File: config.mk
export PLATFORM = sky130hd
export DESIGN_NAME = ifetch_dram_responder_flat
export DESIGN_NICKNAME = d
export VERILOG_FILES = /design/src/rtl/ifetch_dram_responder_pkg.sv /design/src/rtl/ifetch_dram_responder_if.sv /design/src/rtl/ifetch_dram_responder_line_buffer.sv /design/src/rtl/ifetch_dram_responder.sv /design/src/flat_wrapper.sv
export SDC_FILE = /design/constraint.sdc
export NUM_CORES = 1
export LEC_CHECK = 0
export ABC_AREA = 1
export CELL_PAD_IN_SITES_DETAIL_PLACEMENT = 1
export CELL_PAD_IN_SITES_GLOBAL_PLACEMENT = 1
export CORE_MARGIN = 10
export CORE_UTILIZATION = 42
export CTS_CLUSTER_SIZE = 12
export DETAILED_ROUTE_END_ITERATION = 6
export GPL_TIMING_DRIVEN = 0
export PLACE_DENSITY = 0.93
export SETUP_SLACK_MARGIN = 0.05
export SLEW_MARGIN = 40
export SYNTH_ARGS = -nofsm -noshare
export SYNTH_HDL_FRONTEND = slang
export SYNTH_SLANG_ARGS = --single-unit
File: constraint.sdc
create_clock -name clk -period 4.8 [get_ports clk]
set_input_delay 0.48 -clock clk [delete_from_list [all_inputs] [get_ports clk]]
set_output_delay 0.48 -clock clk [all_outputs]
set_load 0.01 [all_outputs]
File: src/rtl/ifetch_dram_responder_pkg.sv
// ifetch_pkg: fill FSM states, default line geometry and the line-alignment helper.
package ifetch_pkg;
    typedef enum logic [1:0] {IDLE, REQ, FILL} state_t;
    localparam int LINE_WORDS_DEF = 4;
    localparam int WORD_OFF_W = $clog2(LINE_WORDS_DEF);
    localparam int TAG_LSB = WORD_OFF_W + 2;
    function automatic logic [63:0] line_base(input logic [63:0] addr, input int lsb = TAG_LSB);
        return addr & ~((64'd1 << lsb) - 64'd1);
    endfunction
endpackage

File: src/rtl/ifetch_dram_responder_if.sv
// ifetch_dram_responder_if: multi-beat line read port between the responder and backing memory.
interface ifetch_dram_responder_if #(parameter int ADDR_W = 64);
    logic req;
    logic [ADDR_W-1:0] addr;
    logic ack;
    logic rvalid;
    logic [31:0] rdata;
    modport master (output req, addr, input ack, rvalid, rdata);
    modport slave (input req, addr, output ack, rvalid, rdata);
endinterface

File: src/rtl/ifetch_dram_responder_line_buffer.sv
// ifetch_line_buffer: single instruction line with tag compare and word select.
module ifetch_line_buffer #(
    parameter int ADDR_W = 64,
    parameter int LINE_WORDS = 4
) (
    input  logic clk,
    input  logic reset,
    input  logic lookup,
    input  logic [ADDR_W-$clog2(LINE_WORDS)-3:0] tag,
    input  logic [$clog2(LINE_WORDS)-1:0] idx,
    input  logic clr,
    input  logic we,
    input  logic [$clog2(LINE_WORDS)-1:0] widx,
    input  logic [31:0] wdata,
    input  logic commit,
    input  logic commit_valid,
    input  logic [ADDR_W-$clog2(LINE_WORDS)-3:0] commit_tag,
    output logic hit,
    output logic [31:0] word
);
    logic [31:0] words [LINE_WORDS];
    logic [ADDR_W-$clog2(LINE_WORDS)-3:0] line_tag;
    logic line_valid;
    always_ff @(posedge clk)
        if (we) words[widx] <= wdata;
    // a completing fill overrides a same-cycle clear; its validity already folds in invalidates
    always_ff @(posedge clk)
        if (reset) begin
            line_valid <= 1'b0;
            line_tag <= '0;
        end else begin
            line_valid <= commit ? commit_valid : clr ? 1'b0 : line_valid;
            line_tag <= commit ? commit_tag : line_tag;
        end
    assign hit = lookup && line_valid && tag == line_tag;
    assign word = words[idx];
endmodule

File: src/rtl/ifetch_dram_responder.sv
// ifetch_dram_responder: serves DRAM-channel instruction fetches from a line buffer,
// refilling it from backing memory on a miss.
module ifetch_dram_responder
    import ifetch_pkg::*;
#(
    parameter int ADDR_W = 64,
    parameter int LINE_WORDS = 1 << WORD_OFF_W
) (
    input  logic clk,
    input  logic reset,
    input  logic fetch_req,
    input  logic [ADDR_W-1:0] fetch_addr,
    input  logic inv,
    output logic [31:0] dram_dout,
    output logic dram_data_ready,
    ifetch_dram_responder_if.master mem
);
    localparam int OFF_W = $clog2(LINE_WORDS);
    localparam int TAG_LO = OFF_W + 2;
    state_t state;
    logic inv_pending;
    logic [OFF_W-1:0] beat;
    logic hit;
    logic fill_beat;
    logic last_beat;
    logic [31:0] word;
    logic unused_addr_lsbs;
    assign unused_addr_lsbs = ^fetch_addr[1:0];
    assign fill_beat = state == FILL && mem.rvalid;
    assign last_beat = fill_beat && beat == OFF_W'(LINE_WORDS - 1);
    assign dram_data_ready = hit;
    assign dram_dout = hit ? word : '0;
    // a miss in IDLE drops the old line so REQ/FILL never report hits
    ifetch_line_buffer #(.ADDR_W(ADDR_W), .LINE_WORDS(LINE_WORDS)) u_buf (
        .clk(clk),
        .reset(reset),
        .lookup(fetch_req),
        .tag(fetch_addr[ADDR_W-1:TAG_LO]),
        .idx(fetch_addr[TAG_LO-1:2]),
        .clr(state == IDLE && (inv || (fetch_req && !hit))),
        .we(fill_beat),
        .widx(beat),
        .wdata(mem.rdata),
        .commit(last_beat),
        .commit_valid(!(inv_pending || inv)),
        .commit_tag(mem.addr[ADDR_W-1:TAG_LO]),
        .hit(hit),
        .word(word)
    );
    always_ff @(posedge clk)
        if (reset) begin
            state <= IDLE;
            inv_pending <= 1'b0;
            beat <= '0;
            mem.req <= 1'b0;
            mem.addr <= '0;
        end else
            case (state)
                IDLE: if (fetch_req && !hit) begin
                    mem.addr <= ADDR_W'(line_base(64'(fetch_addr), TAG_LO));
                    mem.req <= 1'b1;
                    state <= REQ;
                end
                REQ: begin
                    inv_pending <= inv_pending || inv;
                    if (mem.ack) begin
                        mem.req <= 1'b0;
                        beat <= '0;
                        state <= FILL;
                    end
                end
                FILL: begin
                    inv_pending <= last_beat ? 1'b0 : inv_pending || inv;
                    beat <= fill_beat ? beat + 1'b1 : beat;
                    state <= last_beat ? IDLE : FILL;
                end
                default: state <= IDLE;
            endcase
    rvalid_only_in_fill: assert property (@(posedge clk) disable iff (reset) mem.rvalid |-> state == FILL);
endmodule

File: src/flat_wrapper.sv
// flat-port wrapper written by rule: the top's interface ports become plain ports
module ifetch_dram_responder_flat import ifetch_pkg::*;
#(
    parameter int ADDR_W = 64,
    parameter int LINE_WORDS = 1 << WORD_OFF_W
)
  (clk, reset, fetch_req, fetch_addr, inv, dram_dout, dram_data_ready, mem_req, mem_addr, mem_ack, mem_rvalid, mem_rdata);
  ifetch_dram_responder_if #(.ADDR_W(ADDR_W)) mem_i ();
  input  logic clk;
  input  logic reset;
  input  logic fetch_req;
  input  logic [ADDR_W-1:0] fetch_addr;
  input  logic inv;
  output logic [31:0] dram_dout;
  output logic dram_data_ready;
  output wire logic [$bits(mem_i.req)-1:0] mem_req;
  output wire logic [$bits(mem_i.addr)-1:0] mem_addr;
  input wire logic [$bits(mem_i.ack)-1:0] mem_ack;
  input wire logic [$bits(mem_i.rvalid)-1:0] mem_rvalid;
  input wire logic [$bits(mem_i.rdata)-1:0] mem_rdata;
  assign mem_req = mem_i.req;
  assign mem_addr = mem_i.addr;
  assign mem_i.ack = mem_ack;
  assign mem_i.rvalid = mem_rvalid;
  assign mem_i.rdata = mem_rdata;
  ifetch_dram_responder #(.ADDR_W(ADDR_W), .LINE_WORDS(LINE_WORDS)) u_core (.clk(clk), .reset(reset), .fetch_req(fetch_req), .fetch_addr(fetch_addr), .inv(inv), .dram_dout(dram_dout), .dram_data_ready(dram_data_ready), .mem(mem_i));
endmodule
Word-level counts from Yosys, hierarchy flattened
Memories as Yosys holds them, arrays and structs flattened.
Index checks and enable logic that the tools add are counted.
Cells by class
  $add $sub $neg: 1
  equality and inequality tests: 7
  mux-type cells: 17
  reductions and logical operators: 18
Operator list (number)
  $eq 60x60->1: 1
  $mux 32: 1
  $mux 2: 5
  $mux 1: 7
  $logic_and 1x1->1: 6
  $pmux 2 s3: 1
  $reduce_and 3->1: 2
  $reduce_bool 2->1: 3
  $eq 2x2->1 const B: 2
  $ne 2x2->1 const B: 2
  $pmux 1 s2: 2
  $pmux 2 s2: 1
  $reduce_and 2->1: 2
  $add 2x1->2 const B: 1
  $eq 2x1->1 const B: 1
  $logic_not 1->1: 2
  $logic_not 2->1: 1
  $logic_or 1x1->1: 2
  $ne 2x1->1 const B: 1
Word-level totals
  register bits after elaboration: 127
  bits in writable memories: 128
  input port bits: 102
  output and inout bits: 98
  logic and storage cells: 51
  memories kept: 1
Memories
  u_core.u_buf.words: words 4, width 32, rd ports 1, clocked after Yosys merged registers in 0, write ports 1, line ifetch_dram_responder_line_buffer.sv:21  | logic [31:0] words [LINE_WORDS];

Longest topological paths before layout
Gate-level depths: netlist of the first run.
  word-level depth: 8
  mapped depth: 14
  gate-level depth less buffers: 14

By module
From an unflattened synthesis of the first run, not the netlist that was laid out.
Second synthesis, totals
  cell total of the unflattened synthesis: 1245
  area, all modules: 10869.2 sq um
Modules (own cells, without submodules)
  ifetch_line_buffer: instances 1, cells each 854, area an instance 8042.7 sq um, seq. area each 5064.9 sq um
  ifetch_dram_responder: instances 1, cells each 391, area an instance 2826.5 sq um, seq. area each 1321.3 sq um

Least setup slack after synthesis of the first run
OpenSTA, ideal clock, no wires.
  path kind: reg-to-reg
  start point: reg u_core.state[0]
  end point: mem u_core.u_buf.words[0][0], enable pin
  setup time: 421 ps
  data arrival time: 2108 ps
  required time: 4379 ps
  slack: 2271 ps
  stages on the path, launching flop included: 5
  buffers on the path: 0
  period minus slack after synthesis: 2529 ps
  path through: dfxtp_1 inv_1 ha_1 nand2_1 nor2_1
Between the ends
  longest elaborated chain between the ends: 4
RTL lines
  from (decl): line ifetch_dram_responder.sv:20  | state_t state;
  from (signal assigned): line ifetch_dram_responder.sv:75  | state <= last_beat ? IDLE : FILL;
  $eq 2x2->1: line ifetch_dram_responder.sv:29  | assign fill_beat = state == FILL && mem.rvalid;
  $logic_and 1x1->1: line ifetch_dram_responder.sv:29
  $mux 1: line ifetch_dram_responder_line_buffer.sv:25  | if (we) words[widx] <= wdata;
  $mux 1 (not written as such): line ifetch_dram_responder_line_buffer.sv:25
  to (decl): line ifetch_dram_responder_line_buffer.sv:21
Every way passes these cells.

Final worst setup path of the first run
  start point: in fetch_addr[26]
  end point: out dram_dout[7]
Between the ends
  longest elaborated chain between the ends: 3
RTL lines
  from (decl): line flat_wrapper.sv:12  | input logic [ADDR_W-1:0] fetch_addr;
  $eq 60x60->1: line ifetch_dram_responder_line_buffer.sv:35  | assign hit = lookup && line_valid && tag == line_tag;
  $logic_and 1x1->1: line ifetch_dram_responder_line_buffer.sv:35
  $mux 32: line ifetch_dram_responder.sv:32  | assign dram_dout = hit ? word : '0;
  to (decl): line flat_wrapper.sv:14  | output logic [31:0] dram_dout;
Every way passes these cells.

==> impl_table.tex, run 1 <==
\begin{tabular}{lr}
\hline
Metric & Value \\
\hline
\multicolumn{2}{l}{\textbf{Timing}} \\
\quad Transition at the pin with the smallest max-transition slack & approximately 0.77 ns \\
\quad Relative max-transition margin & between 40\% and 50\% \\
\quad Worst Hold Slack & around 0.47 ns \\
\quad Total Neg Setup Slack & 0 ns \\
\quad Final clock skew & around 0.012 ns \\
\quad Final cycle utilization of the critical path & between 70\% and 80\% \\
\quad Max-slew violations & 0 \\
\quad RSZ-0062 raised after global routing & no \\
\quad Minimum clock period after layout & 3.78 ns \\
\quad Setup violation total in the final timing report & 0 \\
\quad Hold Violations, Final & 0 \\
\quad Maximum frequency from static timing analysis & $\sim$0.26 GHz \\
\multicolumn{2}{l}{\textbf{Critical path}} \\
\quad Crit path largest cell delay & roughly 0.6 ns \\
\quad Critical Path Start Type & input pin \\
\quad Crit path cell chain & clkdlybuf4s50\_1 > inv\_1 > nand2\_1 > nand2\_1 > nor2\_1 > nand2\_1 > nor2\_1 > nand2\_1 > nor2\_1 > nand2\_2 > clkbuf\_1 > a21oi\_1 > clkdlybuf4s50\_1 \\
\quad Register-to-register path setup slack & between 2 and 2.5 ns \\
\quad CP endpoint kind & output port \\
\quad CP dominant cell by count & sky130\_fd\_sc\_hd\_\_nand2\_1 \\
\quad Crit path max fanout & 10 \\
\quad Slowest cell on the critical path & sky130\_fd\_sc\_hd\_\_clkdlybuf4s50\_1 \\
\quad Count of buffering cells on the critical path with inverters included & 4 \\
\quad Start-to-end type of the worst setup path & input pin to output port \\
\quad CP required & roughly 4.3 ns \\
\quad Top Family by Delay on Critical Path & buffers and inverters \\
\quad CP arrival & between 3 and 4 ns \\
\multicolumn{2}{l}{\textbf{Die}} \\
\quad Number of top-level pins & 200 \\
\quad Die span in y & roughly 180 um \\
\quad Die outline width & about 180 um \\
\quad Standard cell core area & 25000 sq um \\
\quad Full die area & around 32000 sq um \\
\quad Cell row count & 58 \\
\quad Starting Density & between 40\% and 50\% \\
\multicolumn{2}{l}{\textbf{Power and ir drop}} \\
\quad P per Cell Area & approximately 360 nW/um\^{}2 \\
\quad Peak VDD IR & about 0.22 mV \\
\quad Sequential power share & a little under half \\
\quad Clock Power Share & a little over two fifths \\
\quad Leakage power summed over all cells & between 5 and 6 nW \\
\quad Int Pwr & $\sim$3.9 mW \\
\quad Switching power & between 1 and 1.5 mW \\
\quad Combinational fraction of design power & 11.3\% \\
\quad Pwr Total & $\sim$5 mW \\
\quad Fraction of power spent switching nets & approximately a quarter \\
\multicolumn{2}{l}{\textbf{Clock network}} \\
\quad TritonCTS Buffers & 27 \\
\quad Post-cts gate resize count & 0 \\
\quad Clock latency on the worst-skew pair & about 0.53 ns \\
\quad Count of buffers added by post-CTS timing repair for setup & 0 \\
\quad Clock tree from TritonCTS & done \\
\quad Total clock sinks & $\sim$260 \\
\quad H-tree levels & 1 \\
\quad Number of hold buffers added after CTS & 0 \\
\quad Max clock buf depth & 3 \\
\quad Clock transition at the register clock pins on the worst setup and hold paths after CTS & roughly 0.060 ns \\
\quad Clock tree root driver cell & sky130\_fd\_sc\_hd\_\_clkbuf\_16 \\
\multicolumn{2}{l}{\textbf{Routing}} \\
\quad Number of DRC violations after detailed-routing iteration 0 & 625 \\
\quad First-pass iteration count of the detailed router & 5 \\
\quad Routed length per instance & $\sim$21 um \\
\quad Drt drc & 0 \\
\quad Total Wirelength & 38100 um \\
\quad Via count of the routed design & 9682 \\
\quad Vias per std cell & 5.32 \\
\quad Post-DRT Antenna Nets & 0 \\
\multicolumn{2}{l}{\textbf{Job}} \\
\quad Max-cap violations & 0 \\
\multicolumn{2}{l}{\textbf{Global route}} \\
\quad Initial antenna violation count & 5 \\
\quad First-pass GRT wire length & just under 60000 um \\
\quad Largest net degree at the start of global routing & 19 \\
\quad Overall track demand over capacity in global routing & a little under a quarter \\
\quad Overflow left after global routing & 0 \\
\quad Vias in the first global route & 10200 \\
\multicolumn{2}{l}{\textbf{Synth}} \\
\quad Gate count after technology mapping & roughly 1200 \\
\quad Biggest area contributors in the synthesized netlist & sky130\_fd\_sc\_hd\_\_edfxtp\_1 (36\%), sky130\_fd\_sc\_hd\_\_dfxtp\_1 (24\%), sky130\_fd\_sc\_hd\_\_nand2\_1 (11\%) \\
\quad Most area-hungry cell type in the Yosys netlist & sky130\_fd\_sc\_hd\_\_edfxtp\_1 \\
\quad Number of library cell types mapped by synthesis & 24 \\
\quad YS warnings & 0 \\
\quad Synthesized flop and latch total & between 200 and 300 \\
\quad Post-Synthesis Cell Area & between 10000 and 15000 sq um \\
\quad Portion of the post-synthesis area used by sequential elements & between 60 and 70\% \\
\quad Mean area per synthesized cell & about 8.6 sq um \\
\quad Share of Yosys cell area claimed by the top area cell type & between 30\% and 40\% \\
\multicolumn{2}{l}{\textbf{Finish}} \\
\quad Proportion of layout cells with a drive suffix above 1 & between 4 and 5\% \\
\quad P\&R area growth vs syn & 32.4\% \\
\quad Nets & around 1600 \\
\quad Layout Cells excl Fill & between 1500 and 2000 \\
\multicolumn{2}{l}{\textbf{Placement}} \\
\quad Total placed cells including tap cells & approximately 1800 \\
\quad Post-DP HPWL & approximately 28000 um \\
\quad \# port buffers & between 150 and 200 \\
\quad Final weighted congestion in routability-driven placement & between 0.8 and 0.9 \\
\multicolumn{2}{l}{\textbf{Hold path}} \\
\quad Class of the worst hold path & flop to flop \\
\multicolumn{2}{l}{\textbf{Status}} \\
\quad Run status & complete, no violations \\
\hline
\end{tabular}
tightest hold or removal path, delay by kind of cell, from the launching register on:
kind                   cells  cell delay [ns]
DFF                        1             0.31
buffers and inverters      1             0.06
AOI/OAI and AO/OA          1             0.05
synth_stat cells:
| library cell | instances |
|---|---|
| sky130_fd_sc_hd__dfxtp_1 | 127 |
| sky130_fd_sc_hd__clkinv_1 | 1 |
| sky130_fd_sc_hd__edfxtp_1 | 128 |
| sky130_fd_sc_hd__o21ai_0 | 134 |
| sky130_fd_sc_hd__nand2_1 | 309 |
| sky130_fd_sc_hd__nand3_4 | 1 |
| sky130_fd_sc_hd__inv_2 | 1 |
| sky130_fd_sc_hd__o211ai_1 | 1 |
| sky130_fd_sc_hd__conb_1 | 1 |
| sky130_fd_sc_hd__buf_6 | 11 |
| sky130_fd_sc_hd__a211oi_1 | 2 |
| sky130_fd_sc_hd__nand4_1 | 1 |
| sky130_fd_sc_hd__buf_1 | 6 |
| sky130_fd_sc_hd__xnor2_1 | 1 |
| sky130_fd_sc_hd__nand3_1 | 4 |
| sky130_fd_sc_hd__a21oi_1 | 159 |
| sky130_fd_sc_hd__or2_2 | 1 |
| sky130_fd_sc_hd__nand2_2 | 1 |
| sky130_fd_sc_hd__buf_4 | 5 |
| sky130_fd_sc_hd__xor2_1 | 1 |
| sky130_fd_sc_hd__inv_1 | 113 |
| sky130_fd_sc_hd__nor2_1 | 174 |
| sky130_fd_sc_hd__clkbuf_1 | 44 |
| sky130_fd_sc_hd__ha_1 | 7 |
layout make-up:
| type | count | area (sq um) |
|---|---|---|
| multi-input cells | 800 | 3500 |
| fillers | 2905 | 11000 |
| diodes | 5 | 12.5 |
| well taps | 330 | 413 |
| flip-flops and latches | 255 | 6390 |
| plain buffers | 66 | 350 |
| inverters | 115 | 432 |
| clock inverters | 5 | 78.8 |
| repair buffers | 198 | 2080 |
| clock buffers | 45 | 825 |
routing by layer:
layer | vias to the layer above | track usage [%] | part of all wire, %
li1 | 4466 | - | -
met1 | 4763 | 26.8 | 38
met2 | 385 | 41.9 | 51
met3 | 64 | 5.16 | 8.1
met4 | 4 | 5.64 | 2.2
met5 | - | 0 | 0.071
flip-flops by register name, summed over array words and instances, names as in the netlist:
name,count
u_core.mem.addr,60
u_core.inv_pending,1
u_core.mem.req,1
u_core.state,2
u_core.u_buf.line_valid,1
u_core.beat,2
u_core.u_buf.line_tag,60
u_core.u_buf.words,128
cell usage in the layout, fill, tap and decap left out, drive strengths merged, types with 5 or more instances in the layout:
master / synthesis / final
a21oi: 159 / 159
nand3: 5 / 5
nor2: 174 / 174
buf: 22 / 29
diode: 0 / 5
clkbuf: 44 / 89
o21ai: 134 / 134
dfxtp: 127 / 127
edfxtp: 128 / 128
inv: 114 / 115
nand2: 310 / 310
clkdlybuf4s50: 0 / 191
ha: 7 / 7
power by group through the flow:
stage	registers (mW)	logic, mW	clock network (mW)
global placement	2.43	0.533	0
CTS	2.39	0.576	2.13
global route	2.40	0.627	2.23
finish	2.39	0.576	2.12
floorplan	2.44	0.241	0
detailed placement	2.43	0.567	0
final timing paths:
path,start,end,cells after the start
worst max-delay path,fetch_addr[26],dram_dout[7],13
worst min-delay path,u_core.u_buf.line_tag[9]$_SDFFE_PP0P_,u_core.u_buf.line_tag[9]$_SDFFE_PP0P_,2
worst max register to register,u_core.state[0]$_SDFFE_PP0P_,u_core.u_buf.line_tag[46]$_SDFFE_PP0P_,7
worst min register to register,u_core.u_buf.line_tag[9]$_SDFFE_PP0P_,u_core.u_buf.line_tag[9]$_SDFFE_PP0P_,2
metrics by stage:
step | instance area (sq um) | worst slack (ns) | utilization (%)
global route | 14100 | 0.831 | 56.2
global placement | 13000 | 0.902 | 51.8
detailed placement | 13200 | 1.01 | 52.6
CTS | 14100 | 0.920 | 56.2
floorplan | 10600 | 2.27 | -
finish | 14100 | 1.02 | 56.2
cell families after synthesis:
family / share of synthesized area (%)
adders and majority gates: 0.824
buffers and inverters: 7.34
DFF: 60.1
AOI/OAI and AO/OA: 14.0
other: 0.0353
and+or+nand+nor: 17.6
xor gates and xnor gates: 0.165
Power figures use the tool's default switching activity.
==> run 2, diff against run 1 <==
--- a/config.mk
+++ b/config.mk
@@ -9,11 +9,11 @@
 export CELL_PAD_IN_SITES_DETAIL_PLACEMENT = 1
 export CELL_PAD_IN_SITES_GLOBAL_PLACEMENT = 1
 export CORE_MARGIN = 10
-export CORE_UTILIZATION = 42
+export CORE_UTILIZATION = 39
 export CTS_CLUSTER_SIZE = 12
 export DETAILED_ROUTE_END_ITERATION = 6
 export GPL_TIMING_DRIVEN = 0
-export PLACE_DENSITY = 0.93
+export PLACE_DENSITY = 0.88
 export SETUP_SLACK_MARGIN = 0.05
 export SLEW_MARGIN = 40
 export SYNTH_ARGS = -nofsm -noshare
==> constraint.sdc (replaced) <==
create_clock -name clk -period 3.95 [get_ports clk]
set_input_delay 0.395 -clock clk [delete_from_list [all_inputs] [get_ports clk]]
set_output_delay 0.395 -clock clk [all_outputs]
set_load 0.01 [all_outputs]
==> run 2 against run 1 <==
  * Routed wire length shrank 1.8%
  * Hold slack lost 0.00056 ns
  * Die area grew 6.8%
  * Critical path depth is the same
  * Sequential power grew 21%
  * Non-clock buffer count shrank 1
  * Critical endpoint is now dram_dout[28]
  * Largest power group unchanged
  * Highest routed layer unchanged
==> impl_table.tex, run 2 (same netlist as run 1, synthesis figures left out) <==
\begin{tabular}{lr}
\hline
Metric & Value \\
\hline
\multicolumn{2}{l}{\textbf{Status}} \\
\quad Run status & complete, no violations \\
\multicolumn{2}{l}{\textbf{Power and ir drop}} \\
\quad P per Cell Area & 427 nW/um\^{}2 (+18\%) \\
\quad Peak VDD IR & 0.270 mV (+22\%) \\
\quad Leakage power summed over all cells & 5.19 nW (-1.3\%) \\
\multicolumn{2}{l}{\textbf{Job}} \\
\quad Max-cap violations & 0 (unchanged) \\
\multicolumn{2}{l}{\textbf{Critical path}} \\
\quad CP required & 3.56 ns (-0.76 ns) \\
\quad Number of cells on the worst reg-to-reg path & 7 (unchanged) \\
\quad Critical Path Start Type & input pin \\
\quad CP endpoint kind & output port \\
\quad Register-to-register path setup slack & 1.45 ns (-0.92 ns) \\
\quad Start-to-end type of the worst setup path & input pin to output port \\
\quad Slowest cell on the critical path & sky130\_fd\_sc\_hd\_\_clkdlybuf4s50\_1 \\
\quad Crit path max fanout & 10 (unchanged) \\
\quad CP arrival & 3.17 ns (-0.13 ns) \\
\quad Crit path cell chain & clkdlybuf4s50\_1 > inv\_1 > nand2\_1 > o21ai\_0 > nor2\_1 > nand2\_1 > nor2\_1 > nand2\_1 > nor2\_1 > nand2\_2 > clkbuf\_1 > a21oi\_1 > clkdlybuf4s50\_1 \\
\quad R2r endpoint & u\_core.u\_buf.line\_tag[33]\$\_SDFFE\_PP0P\_ \\
\quad Crit path largest cell delay & 0.59 ns (about the same) \\
\quad Critical register-to-register path startpoint & u\_core.state[0]\$\_SDFFE\_PP0P\_ \\
\quad Origin of the worst setup path & fetch\_addr[19] \\
\multicolumn{2}{l}{\textbf{Timing}} \\
\quad Setup violation total in the final timing report & 0 (unchanged) \\
\quad Minimum clock period after layout & about 3.6 ns \\
\quad Final worst setup slack & 0.388 ns (-0.636 ns) \\
\quad Max-slew violations & 0 (unchanged) \\
\quad RSZ-0062 raised after global routing & no \\
\quad Transition at the pin with the smallest max-transition slack & 0.760 ns (-0.00549 ns) \\
\quad Relative max-transition margin & 49.3\% (+0.37 points) \\
\quad Final cycle utilization of the critical path & 90.2\% \\
\quad Hold Violations, Final & 0 (unchanged) \\
\quad Maximum frequency from static timing analysis & 0.281 GHz \\
\quad Total Neg Setup Slack & 0 ns (unchanged) \\
\quad Final clock skew & 0.0177 ns (+0.00618 ns) \\
\multicolumn{2}{l}{\textbf{Routing}} \\
\quad Drt drc & 0 (unchanged) \\
\quad Routed length per instance & 20.5 um (-2.0\%) \\
\quad Number of DRC violations after detailed-routing iteration 0 & 583 (-6.7\%) \\
\quad First-pass iteration count of the detailed router & 5 (unchanged) \\
\quad Via count of the routed design & 9422 (-2.7\%) \\
\quad Total Wirelength & 37400 um (-1.8\%) \\
\quad Post-DRT Antenna Nets & 0 (unchanged) \\
\quad Vias per std cell & 5.17 (-2.8\%) \\
\multicolumn{2}{l}{\textbf{Clock network}} \\
\quad H-tree levels & 1 (unchanged) \\
\quad Number of hold buffers added after CTS & 0 (unchanged) \\
\quad Total clock sinks & 255 (unchanged) \\
\quad Count of buffers added by post-CTS timing repair for setup & 0 (unchanged) \\
\quad Clock latency on the worst-skew pair & 0.53 ns (about the same) \\
\quad TritonCTS Buffers & 27 (unchanged) \\
\quad Post-cts gate resize count & 0 (unchanged) \\
\quad Clock transition at the register clock pins on the worst setup and hold paths after CTS & 0.06 ns (about the same) \\
\quad Clock tree root driver cell & sky130\_fd\_sc\_hd\_\_clkbuf\_16 \\
\quad Clock tree from TritonCTS & done \\
\quad Max clock buf depth & 3 (unchanged) \\
\multicolumn{2}{l}{\textbf{Die}} \\
\quad Die outline width & 185 um (+3.4\%) \\
\quad Standard cell core area & 26900 sq um (+7.3\%) \\
\quad Full die area & 34300 sq um (+6.8\%) \\
\quad Die span in y & 185 um (+3.4\%) \\
\quad Cell row count & 60 (+3.4\%) \\
\quad Starting Density & 39.6\% (-2.9 points) \\
\quad Number of top-level pins & 200 (unchanged) \\
\multicolumn{2}{l}{\textbf{Hold path}} \\
\quad Worst Hold Launch & u\_core.u\_buf.line\_tag[29]\$\_SDFFE\_PP0P\_ \\
\quad Endpoint, Worst Hold & u\_core.u\_buf.line\_tag[29]\$\_SDFFE\_PP0P\_ \\
\quad Cell depth of the worst hold path & 2 (unchanged) \\
\quad Class of the worst hold path & flop to flop \\
\multicolumn{2}{l}{\textbf{Finish}} \\
\quad Proportion of layout cells with a drive suffix above 1 & 4.33\% (-0.52 points) \\
\quad Commonest cells after routing, fill and taps aside & sky130\_fd\_sc\_hd\_\_nand2\_1 (309), sky130\_fd\_sc\_hd\_\_clkdlybuf4s50\_1 (191), sky130\_fd\_sc\_hd\_\_nor2\_1 (171), sky130\_fd\_sc\_hd\_\_a21oi\_1 (159), sky130\_fd\_sc\_hd\_\_o21ai\_0 (134) \\
\quad Most common cell after layout, fill and taps aside & sky130\_fd\_sc\_hd\_\_nand2\_1 \\
\quad Register with the highest flop count & u\_core.u\_buf.words \\
\quad P\&R area growth vs syn & 31.2\% \\
\quad Footprint of the multi-input gates & 3500 sq um (unchanged) \\
\quad Finished Cell Area & 14000 sq um (-0.89\%) \\
\quad Max reg flops & 128 (unchanged) \\
\quad Fill cells & 3172 (+9.2\%) \\
\quad Nets & 1571 (-0.064\%) \\
\quad Biggest regs & u\_core.u\_buf.words (128), u\_core.mem.addr (60), u\_core.u\_buf.line\_tag (60) \\
\quad Combined flip-flop and latch cell area & 6390 sq um (unchanged) \\
\multicolumn{2}{l}{\textbf{Placement}} \\
\quad Post-DP HPWL & 28000 um (+1.5\%) \\
\quad \# port buffers & 191 (unchanged) \\
\quad Dpl ws & 0.427 ns (-0.581 ns) \\
\quad Final weighted congestion in routability-driven placement & 0.853 (-2.1\%) \\
\quad Post-Place Cell Area & 13100 sq um (-0.10\%) \\
\multicolumn{2}{l}{\textbf{Global route}} \\
\quad Vias in the first global route & 10100 (-0.75\%) \\
\quad Overall track demand over capacity in global routing & 21.4\% (-1.6 points) \\
\quad Largest net degree at the start of global routing & 19 (unchanged) \\
\quad Overflow left after global routing & 0 (unchanged) \\
\quad Initial antenna violation count & 3 (-2) \\
\quad First-pass GRT wire length & 57300 um (-1.1\%) \\
\hline
\end{tabular}
run 2: critical path, delay by kind of cell:
kind                   cells  cell delay, ns
buffers and inverters      4            1.50
AND/OR/NAND/NOR            7            0.83
AO/OA/AOI/OAI              2            0.43
run 2: area by class of cell:
class                      instances  area share, %
antenna                            3         0.0538
buffer                            66           2.51
clock buffer                      37           5.27
clock inverter                     8          0.439
inverter                         115           3.09
multi-input combinational        800           25.1
sequential                       255           45.8
tap                              341           3.06
timing repair buffer             197           14.7
run 2: worst max path at each step:
stage,end,depth (start not counted)
6_report,dram_dout[28],13
5_1_grt,dram_dout[28],13
4_1_cts,dram_dout[28],13
3_5_place_dp,dram_dout[28],13
3_3_place_gp,u_core.u_buf.words[3][26]$_DFFE_PP_,4
2_1_floorplan,u_core.u_buf.words[0][0]$_DFFE_PP_,4
run 2: report_power, final:
part           internal, mW  leakage (nW)  switching [mW]
clock network          1.35         0.389            1.01
logic                 0.303          2.62           0.391
registers              2.85          2.18          0.0536
run 2: layer usage:
| metal | track usage, % | share of wire, % | wire length [um] | vias up |
|---|---|---|---|---|
| met5 | 0 | 0.053 | 20 | - |
| met4 | 6.37 | 2.6 | 964 | 2 |
| met3 | 5.45 | 8.0 | 2990 | 58 |
| met2 | 38.1 | 50 | 18700 | 308 |
| met1 | 24.7 | 39 | 14800 | 4592 |
| li1 | - | - | - | 4462 |
run 2: metrics by stage:
step	hold slack [ns]	instances	power [mW]	util, %
global placement	0.454	1768	3.61	48.3
finish	0.470	1822	5.96	51.9
floorplan	0.443	1236	3.26	-
detailed placement	0.464	1774	3.65	48.9
CTS	0.463	1819	6.01	51.9
global route	0.495	1820	6.18	51.9
